--- config.mk ---
export PLATFORM = sky130hd
export DESIGN_NAME = bus_arb_mux
export DESIGN_NICKNAME = d
export VERILOG_FILES = /design/src/rtl/bus_pkg.sv /design/src/rtl/rr_arbiter.sv /design/src/rtl/bus_arb_mux.sv
export SDC_FILE = /design/constraint.sdc
export NUM_CORES = 1
export LEC_CHECK = 0
export ABC_CLOCK_PERIOD_IN_PS = 14500
export CAP_MARGIN = 25
export CORE_MARGIN = 4
export CORE_UTILIZATION = 28
export CTS_CLUSTER_DIAMETER = 80
export DETAILED_ROUTE_END_ITERATION = 6
export MAX_ROUTING_LAYER = met4
export SYNTH_ARGS = -nofsm -noshare
export SYNTH_HDL_FRONTEND = slang
export SYNTH_HIERARCHICAL = 1
export SYNTH_SLANG_ARGS = --single-unit
--- constraint.sdc ---
create_clock -name clock -period 14.5 [get_ports clock]
set_input_delay 1.45 -clock clock [delete_from_list [all_inputs] [get_ports clock]]
set_output_delay 1.45 -clock clock [all_outputs]
set_load 0.1 [all_outputs]
--- src/rtl/bus_pkg.sv ---
`default_nettype none
// ============================================================================
//  Package     : bus_pkg
//  Description : Shared bus defaults and a constant clog2 helper used by the
//                bus blocks.
//  Revision    : 1.0  initial release
// ============================================================================
package bus_pkg;

    localparam int c_word_default = 16;
    localparam int c_n_default    = 9;

    // Ceiling log2; clog2(1) = 0, clog2(9) = 4.
    function automatic int clog2(input int value);
        int result;
        result = 0;
        for (int v = value - 1; v > 0; v = v >> 1) begin
            result = result + 1;
        end
        return result;
    endfunction

endpackage
`default_nettype wire

--- src/rtl/rr_arbiter.sv ---
`default_nettype none
// ============================================================================
//  Module      : rr_arbiter
//  Description : Combinational round-robin search. Starts at the index after
//                the pointer, ascends and wraps N-1 -> 0; one-hot winner.
//  Revision    : 1.0  initial release
// ============================================================================
module rr_arbiter
    import bus_pkg::*;
#(
    parameter int N  = c_n_default,
    parameter int PW = clog2(N)
) (
    input  logic [N-1:0]  req,
    input  logic [PW-1:0] pointer,
    output logic [N-1:0]  winner
);

    // One extra bit so pointer + offset (at most 2N-1) cannot overflow.
    logic [PW:0]   w_sum;
    logic [PW-1:0] w_idx;
    logic          w_found;

    always_comb begin
        winner  = '0;
        w_found = 1'b0;
        w_sum   = '0;
        w_idx   = '0;
        for (int off = 1; off <= N; off++) begin
            w_sum = {1'b0, pointer} + (PW+1)'(off);
            if (w_sum >= (PW+1)'(N)) begin
                w_sum = w_sum - (PW+1)'(N);
            end
            w_idx = w_sum[PW-1:0];
            if (!w_found && req[w_idx]) begin
                winner[w_idx] = 1'b1;
                w_found       = 1'b1;
            end
        end
    end

endmodule
`default_nettype wire

--- src/rtl/bus_arb_mux.sv ---
`default_nettype none
// ============================================================================
//  Module      : bus_arb_mux
//  Description : N-source round-robin bus arbiter with registered one-hot
//                grant and combinational data mux. Optional grant locking is
//                enabled by defining BUS_ARB_LOCK_EN.
//  Revision    : 1.0  initial release
// ============================================================================
module bus_arb_mux
    import bus_pkg::*;
#(
    parameter int WORD     = c_word_default,
    parameter int N        = c_n_default,
    parameter int MAX_LOCK = 8
) (
    input  logic              clock,
    input  logic              reset,
    input  logic [N-1:0]      req,
    input  logic [N-1:0]      lock,
    input  logic [WORD*N-1:0] src,
    output logic [N-1:0]      grant,
    output logic [WORD-1:0]   bus,
    output logic              bus_valid
);

    localparam int c_pw = clog2(N);

    logic [N-1:0]    r_grant;
    logic [c_pw-1:0] r_ptr;
    logic [N-1:0]    w_winner;
    logic [c_pw-1:0] w_win_idx;
    logic            w_hold;
    logic [WORD-1:0] w_bus;

    // The pointer holds the last winner, so the current owner is naturally
    // lowest priority whenever arbitration runs.
    rr_arbiter #(
        .N  (N),
        .PW (c_pw)
    ) u_rr_arbiter (
        .req     (req),
        .pointer (r_ptr),
        .winner  (w_winner)
    );

`ifdef BUS_ARB_LOCK_EN
    localparam int              c_cw       = clog2(MAX_LOCK + 1);
    localparam logic [c_cw-1:0] c_max_lock = c_cw'(MAX_LOCK);

    logic [c_cw-1:0] r_lock_cnt;

    // Grant is one-hot, so this picks out req/lock of the owner only.
    assign w_hold = (|(r_grant & req & lock)) && (r_lock_cnt < c_max_lock);

    always_ff @(posedge clock) begin
        if (reset) begin
            r_lock_cnt <= '0;
        end else if (w_hold) begin
            r_lock_cnt <= r_lock_cnt + c_cw'(1);
        end else begin
            r_lock_cnt <= '0;
        end
    end
`else
    localparam int c_max_lock_unused = MAX_LOCK;

    // Lock port is kept for pin compatibility but has no effect here.
    logic w_lock_unused;
    assign w_lock_unused = ^lock;
    assign w_hold        = 1'b0;
`endif

    always_comb begin
        w_win_idx = '0;
        for (int i = 0; i < N; i++) begin
            if (w_winner[i]) begin
                w_win_idx = c_pw'(i);
            end
        end
    end

    // Pointer resets to N-1 so the first search begins at source 0.
    always_ff @(posedge clock) begin
        if (reset) begin
            r_grant <= '0;
            r_ptr   <= c_pw'(N - 1);
        end else if (!w_hold) begin
            r_grant <= w_winner;
            if (|w_winner) begin
                r_ptr <= w_win_idx;
            end
        end
    end

    always_comb begin
        w_bus = '0;
        for (int i = 0; i < N; i++) begin
            if (r_grant[i]) begin
                w_bus = w_bus | src[i*WORD +: WORD];
            end
        end
    end

    assign grant     = r_grant;
    assign bus       = w_bus;
    assign bus_valid = |r_grant;

endmodule
`default_nettype wire

# --- After elaboration in Yosys (flattened, before gate mapping) ---
# Cells that the tools add are included.
totals:
  latchBits: 0
  inputBits: 164
  rom_bits: 0
  ff_bits: 13
  n_memories: 0
  ramBits: 0
classes:
  bitwise: 16
  div_mod_pow: 0
  n_eq_ne: 0
  n_addsub: 18
  n_reduce_logical: 27
  magnitude_cmp: 27
  shift: 0
  mul: 0
  muxes: 79
op_table:
  columns: ["cell", "n"]
  rows:
  - ["16-bit 2-to-1 mux", 9]
  - ["16-bit bitwise OR", 8]
  - ["9-bit 2-to-1 mux", 9]
  - ["9-bit bitwise OR", 8]
  - ["5-bit by 4-bit >= comparator with 1-bit output (second input constant)", 9]
  - ["4-bit by 5-bit < comparator with 1-bit output (second input constant)", 9]
  - ["4-bit 2-to-1 mux", 11]
  - ["1-bit binary-select mux with 4-bit select", 9]
  - ["1-bit demux with 4-bit select", 9]
  - ["4-bit by 1-bit >= comparator with 1-bit output (second input constant)", 9]
  - ["4-bit subtractor (second input constant)", 9]
  - ["1-bit 2-to-1 mux", 27]
  - ["4-bit by 3-bit adder with 5-bit output (second input constant)", 4]
  - ["9-bit OR reduction", 2]
  - ["1-bit logical AND", 17]
  - ["4-bit by 2-bit adder with 5-bit output (second input constant)", 2]
  - ["4-bit by 4-bit adder with 5-bit output (second input constant)", 2]
  - ["3-bit 2-to-1 mux", 3]
  - ["1-bit zero test", 8]
  - ["4-bit by 1-bit adder with 5-bit output (second input constant)", 1]
  - ["2-bit 2-to-1 mux", 2]

# --- Logic depth before layout (Yosys ltp) ---
# Gate-level depths: netlist (run 1).
logic_depth:
  depth_word: 38
  depth_mapped: 23
  mapped_depth_nobuf: 16

# --- Modules after synthesis ---
# Netlist (run 1), hierarchy kept.
by_module_without_submodules:
  columns: ["mod", "instances", "cells_each", "area_per_inst_um2"]
  rows:
  - ["rr_arbiter", 1, 664, 4535.6]
  - ["bus_arb_mux", 1, 144, 1241.2]

# --- Least setup slack after synthesis (run 1) ---
# No wires, ideal clock.
synth_path:
  path_kind: "register to register"
  startpoint: "reg r_ptr[0]"
  endpoint: "reg r_ptr[0]"
  path_stages_with_launch: 21
  t_arrival_ns: 4.741
  n_path_buf: 6
  required_ns: 14.378
  path_slack_ns: 9.637
  setup_time_ns: 0.122
  path_cell_list: "dfxtp_1 buf_6 buf_6 inv_2 buf_2 buf_1 ha_1 buf_2 clkbuf_1 nand3b_1 o22ai_2 mux2_2 o211a_1 or3_1 nand4b_4 or2_4 or3_1 nand4_1 nor4_4 and2_1 o311a_1"
synth_rtl:
  columns: ["item", "line", "text"]
  rows:
  - ["start: declaration", "bus_arb_mux.sv:29", "logic [c_pw-1:0] r_ptr;"]
  - ["start signal: assignment", "bus_arb_mux.sv:86", "r_ptr <= c_pw'(N - 1);"]
  - ["start signal: assignment", "bus_arb_mux.sv:90", "r_ptr <= w_win_idx;"]
  - ["branches (longest 29 deep; another with 4-bit by 1-bit adder with 5-bit output)", null, null]
  - ["9-bit 2-to-1 mux (*)", "rr_arbiter.sv:35", "if (!w_found && req[w_idx]) begin"]
  - ["named net w_winner[6]", "bus_arb_mux.sv:30", "logic [N-1:0] w_winner;"]
  - ["3-bit 2-to-1 mux", "bus_arb_mux.sv:76", "if (w_winner[i]) begin"]
  - ["4-bit 2-to-1 mux (2 in a row)", "bus_arb_mux.sv:76", null]
# Mark *: on every way through the listed nets, which the timed path passes. The select of a mux whose other input is x is not followed.
# A chain may end at the register's enable or synchronous reset.

# --- Worst setup path after layout (run 1) ---
layout_path:
  startpoint: "reg r_ptr[1]"
  endpoint: "reg r_ptr[1]"
layout_rtl:
  columns: ["item", "line", "text"]
  rows:
  - ["branches (longest 29 deep; another with 4-bit by 1-bit adder with 5-bit output)", null, null]
  - ["9-bit 2-to-1 mux (*)", "rr_arbiter.sv:35", null]
  - ["named net w_winner[1]", "bus_arb_mux.sv:30", null]
  - ["9-bit OR reduction (*)", "bus_arb_mux.sv:89", "if (|w_winner) begin"]
# Marks and branches as above.

==> results of run 1 <==
[Yosys cell counts (7+ instances only)]
master    instances  area, sq um
a211oi_1         20        150.1
a21oi_1          37        185.2
a21oi_2           7        61.31
a221oi_1         13        113.9
a222oi_1         16        160.2
a22o_1           19        166.4
a22oi_1          22        165.2
a31oi_1           7        43.79
and2_1           10        62.56
and3_1           10        62.56
buf_2            24        120.1
buf_6             8        90.09
clkbuf_1         34        127.6
dfxtp_1          13        260.3
ha_1             20        250.2
inv_1            15        56.30
mux2_2            8        90.09
mux2i_1          24        240.2
nand2_1          71        266.5
nand2b_1         13        81.33
nand3_1          50        250.2
nand3b_1          7        52.55
nand4_1          11        68.82
nor2_1           62        232.7
nor2b_1          22        137.6
nor3_1           26        130.1
nor3b_1           7        52.55
nor4_1            8        50.05
o211ai_1          9        67.56
o21ai_0          30        150.1
or3_1             7        43.79
xnor2_1           9        78.83
[worst paths after layout]
check / start / to / slack (ns) / depth (start not counted)
setup / recovery: r_ptr[1] / r_ptr[1] / 8.33 / 16
setup reg to reg: r_ptr[1] / r_ptr[1] / 8.33 / 16
hold reg to reg: r_ptr[2] / r_ptr[2] / 0.75 / 3
hold / removal: r_ptr[2] / r_ptr[2] / 0.75 / 3
[final cells by class]
class	count	area, sq um	share of cell area (%)
flip-flops and latches	13	261.5	3.405
multi-input cells	704	5074	66.06
well taps	270	337.8	4.399
diodes	1	2.502	0.03258
clock buffers	4	78.83	1.026
repair buffers	187	1854	24.14
inverters	19	71.32	0.9286
[cell families after synthesis]
group | synth area share (%)
flip-flops | 4.505
XOR/XNOR | 3.271
AND/OR/NAND/NOR | 33.12
multiplexers | 7.472
adder cells (fa/ha/maj) | 4.332
AO/OA/AOI/OAI | 39.64
buffers and inverters | 7.667
[critical path, delay by kind of cell (launching register included)]
family / cells / cell delay (ns)
AND/OR/NAND/NOR: 7 / 2.61
XOR/XNOR: 1 / 0.51
adder cells (fa/ha/maj): 1 / 0.61
AO/OA/AOI/OAI: 5 / 1.30
flip-flops: 1 / 0.30
buffers and inverters: 2 / 0.72
[routing by layer]
| metal | up-vias | GRT usage [%] | wire length, microns |
|---|---|---|---|
| li1 | 3425 | - | - |
| met5 | - | - | 0 |
| met2 | 383 | 37.10 | 12890 |
| met4 | 0 | 7.772 | 795 |
| met1 | 3546 | 28.31 | 11250 |
| met3 | 57 | 3.748 | 2442 |
[state kept, by name (all words and copies together) (netlist names)]
register / flops
grant: 9
r_ptr: 4
[metrics by stage]
stage / util [%] / setup slack (ns) / std cells / instance area (sq um) / hold WS (ns)
global route: 37.95 / 7.991 / 1198 / 7680 / 0.7868
global placement: 37.55 / 8.503 / 1193 / 7599 / 0.7432
finish: 37.95 / 8.333 / 1198 / 7680 / 0.7499
detailed placement: 37.55 / 8.560 / 1193 / 7599 / 0.7440
CTS: 37.94 / 8.529 / 1197 / 7677 / 0.7552
floorplan: - / 9.637 / 808 / 5777 / 0.4787
==> results.yml, run 1 <==
outcome:
  outcome: "finished, final reports clean"
synthesis:
  postSynthCellCount: 808
  synth_edf_count: 0
  synth.avg_cell_area_sq_um: 7.149
  ys_seq_elements: 13
  syn-num-nets: 992
  synth-async-reset-ratio_pct: 0
  synth_cell_types: 111
  synth_ff_type: "dfxtp_1"
  ys.warnings.count: 6
  netlist_area_sq_um: 5777
  synth_seq_area_share_pct: 4.505
final_layout:
  layout_commonest_cell: "clkdlybuf4s50_1"
  final_cell_mix: "clkdlybuf4s50_1, nand2_1, nor2_1"
  drive_above_1_share_pct: 8.414
  fill_cells: 2139
  nNetsFinal: 1112
  areaGrowthSynthToFinish_pct: 32.94
clock_tree:
  cts_htree_levels: 1
  cts_resized: 0
  cts_setup_buffers: 0
  cts_hold_buf: 0
  cts_sinks: 13
  clkSlewWorstSetupHoldPaths_ns: 0.04
  cts_max_path_buffers: 2
  insertion_delay_ns: 0.24
  cts_buffers: 3
  cts_tree: "done"
  root_buffer: "clkbuf_16"
sta:
  setup_tns_ns: 0
  fin_crit_sh_pct: 42.53
  slew_headroom_pct: 28.04
  hold_violations: 0
  worst_slew_pin_slew_ns: 1.070
  setup-violations-final: 0
  fmax_ghz: 0.1622
  clock_skew_ns: 0.003699
  fin_crit_ns: 6.167
  slew_viol_final: 0
  rsz0062_at_grt: "false"
global_routing:
  grt_antenna_before_repair: 1
  grt-ovfl-total: 0
  grt_pass1_vias: 6742
  grt_pass1_wl_microns: 39970
  grt_max_degree: 64
  grt.total_usage_pct: 22.64
floorplan:
  die_w_microns: 151.6
  dieArea_sq_um: 22990
  initial_core_util_pct: 28.55
  core_area_sq_um: 20230
  die_h_microns: 151.6
  std_cell_rows: 52
  num_io_pins: 190
placed_design:
  detailed_place_hpwl_microns: 20870
  globalplace.congestion: 0.9649
  port_buffers: 180
setup_path:
  crit_slowest_cell: "ha_1"
  required_ns: 14.65
  path_cells: "buf_4 > inv_1 > ha_1 > nand2b_1 > a21oi_1 > o31ai_1 > xnor2_1 > nor2b_1 > a22oi_4 > nand3b_1 > o31ai_1 > nor4b_1 > nand3_1 > nor4_4 > nand3_2 > a311oi_2"
  max_stage_delay_ns: 0.61
  worstSetupPathType: "flip-flop to flip-flop"
  path_common_cell: "o31ai_1"
  arrival_ns: 6.32
  path_max_fanout: 28
  cp-end-kind: "flip-flop"
  worstSetupStartpointType: "flip-flop"
detailed_routing:
  drtIter0Drc: 590
  drt_wl_total_microns: 27390
  vias_per_cell: 6.186
  route.detailed.drc: 0
  via_count: 7411
  dr.pass1.iters: 6
  wl_per_cell_microns: 22.86
  drtAntennaViolNets: 0
hold_path:
  hold_class: "flip-flop to flip-flop"
job:
  cap_violations: 0
Power of run 1 is left out: the tool's default activity adds up to more than one toggle a clock period on the data nets, which glitch-free logic cannot reach.
==> inputs of run 2 (changes only) <==
--- a/config.mk
+++ b/config.mk
@@ -5,7 +5,7 @@
 export SDC_FILE = /design/constraint.sdc
 export NUM_CORES = 1
 export LEC_CHECK = 0
-export ABC_CLOCK_PERIOD_IN_PS = 14500
+export ABC_CLOCK_PERIOD_IN_PS = 5560
 export CAP_MARGIN = 25
 export CORE_MARGIN = 4
 export CORE_UTILIZATION = 28
==> constraint.sdc (replaced) <==
create_clock -name clock -period 5.56 [get_ports clock]
set_input_delay 0.556 -clock clock [delete_from_list [all_inputs] [get_ports clock]]
set_output_delay 0.556 -clock clock [all_outputs]
set_load 0.1 [all_outputs]
==> results.yml, run 2 (synthesized netlist as in run 1, its figures left out) <==
outcome:
  outcome: "finished, final reports clean"
global_routing:
  grt.total_usage_pct: 23.07
  grt_antenna_before_repair: 2
  grt_max_degree: 60
  grt_pass1_wl_microns: 40480
  grt-ovfl-total: 0
  grt_pass1_vias: 6733
setup_path:
  required_ns: 5.68
  crit_family: "simple AND/OR/NAND/NOR gates"
  arrival_ns: 5.15
  path_buf_inv: 2
  r2r_end: "r_ptr[0]"
  crit_slowest_cell: "nor2b_1"
  rrSetupSlack_ns: 0.53
  cp-end-kind: "flip-flop"
  worstSetupStartpointType: "flip-flop"
  path_depth: 15
  crit_end: "r_ptr[0]"
  startpoint: "r_ptr[1]"
  path_cells: "inv_1 > ha_1 > buf_12 > nor2b_1 > a21oi_1 > o22a_1 > a211o_1 > a211oi_2 > nand4b_4 > or2_4 > or3_1 > nand4_1 > nor4_4 > and2_1 > o311a_1"
  reg2reg_depth: 15
  max_stage_delay_ns: 0.61
  worstSetupPathType: "flip-flop to flip-flop"
  regToRegStartpoint: "r_ptr[1]"
  path_max_fanout: 54
clock_tree:
  cts_tree: "done"
  cts_buffers: 3
  cts_sinks: 13
  insertion_delay_ns: 0.24
  cts_setup_buffers: 0
  clkSlewWorstSetupHoldPaths_ns: 0.04
  cts_htree_levels: 1
  cts_max_path_buffers: 2
  cts_hold_buf: 0
  root_buffer: "clkbuf_16"
  cts_resized: 0
floorplan:
  initial_core_util_pct: 28.55
  std_cell_rows: 52
  num_io_pins: 190
  die_w_microns: 151.6
  core_area_sq_um: 20230
  die_h_microns: 151.6
  dieArea_sq_um: 22990
sta:
  fmax_ghz: 0.1986
  fin_crit_ns: 5.035
  fin_crit_sh_pct: 90.55
  slew_headroom_pct: 30.84
  slew_viol_final: 0
  setup_tns_ns: 0
  hold_violations: 0
  setup-violations-final: 0
  fin_ws_ns: 0.5254
  worst_slew_pin_slew_ns: 1.034
  rsz0062_at_grt: "false"
  clock_skew_ns: 0.002065
pwr:
  p_int_uw: 2187
  powerDensity_nw_per_um2: 778.7
  finalPower_uw: 6222
  p_clk_share_pct: 2.1
  ir_drop_v: 0.0002257
  p_comb_share_pct: 93.2
  power.leakage_uw: 0.002870
  pwr-share-seq_pct: 4.7
  switching_power_uw: 4034
  p_sw_share_pct: 64.85
detailed_routing:
  drtIter0Drc: 870
  drt_wl_total_microns: 27720
  route.detailed.drc: 0
  via_count: 7511
  drtAntennaViolNets: 0
  wl_per_cell_microns: 22.44
  vias_per_cell: 6.082
  dr.pass1.iters: 6
final_layout:
  largest_reg_flops: 9
  drive_above_1_share_pct: 11.84
  final_cell_mix: "clkdlybuf4s50_1, nand2_1, nor2_1"
  areaGrowthSynthToFinish_pct: 38.31
  layout_commonest_cell: "clkdlybuf4s50_1"
  nNetsFinal: 1148
placed_design:
  port_buffers: 180
  detailed_place_hpwl_microns: 21850
  dp_slack_ns: 0.6124
  globalplace.congestion: 1.063
hold_path:
  hold_class: "flip-flop to flip-flop"
job:
  cap_violations: 0
## run 2: per-layer routing
layer,global-route usage [%],routed length [microns]
met5,-,0
met4,9.254,1164
met3,3.718,2554
met2,36.63,12720
met1,29.33,11280
## run 2: power by group through the flow
stage | clock (uW) | combinational [uW] | sequential (uW)
2_1_floorplan | 0 | 4200 | 298
3_3_place_gp | 0 | 5710 | 296
3_5_place_dp | 0 | 5690 | 294
4_1_cts | 133 | 5710 | 293
5_1_grt | 140 | 6160 | 304
6_report | 130 | 5800 | 292
## run 2: worst min-delay path by stage
stage / startpoint / end / slack (ns) / depth (start not counted)
after floorplan: r_ptr[3] / r_ptr[3] / 0.48 / 2
after global placement: r_ptr[3] / r_ptr[3] / 0.63 / 2
after detailed placement: r_ptr[3] / r_ptr[3] / 0.61 / 2
after CTS: r_ptr[3] / r_ptr[3] / 0.62 / 2
after global routing: r_ptr[3] / r_ptr[3] / 0.67 / 2
final: r_ptr[3] / r_ptr[3] / 0.61 / 2
## run 2: area by class of cell
class	instances	area, sq um
antenna	2	5.005
clock buffer	4	78.83
fill	2114	12240
inverter	19	71.32
multi-input combinational	704	5074
sequential	13	261.5
tap	270	337.8
timing repair buffer	223	2162
## run 2: per-stage QoR
stage | std cells | area [sq um] | utilization [%] | hold slack, ns
after global placement | 1229 | 7906 | 39.07 | 0.6303
after global routing | 1235 | 7990 | 39.49 | 0.6693
after detailed placement | 1229 | 7906 | 39.07 | 0.6141
final | 1235 | 7990 | 39.49 | 0.6118
after CTS | 1233 | 7985 | 39.46 | 0.6236
after floorplan | 808 | 5777 | - | 0.4787
## run 2: worst reg2reg max path, cell delays in order, from the launching register on
cell and delay, ns:
dfxtp_1 0.38, inv_1 0.20, ha_1 0.37, buf_12 0.20
nor2b_1 0.62, a21oi_1 0.35, o22a_1 0.29, a211o_1 0.33
a211oi_2 0.42, nand4b_4 0.25, or2_4 0.31, or3_1 0.38
nand4_1 0.23, nor4_4 0.11, and2_1 0.15, o311a_1 0.33
Power figures use the tool's default switching activity.
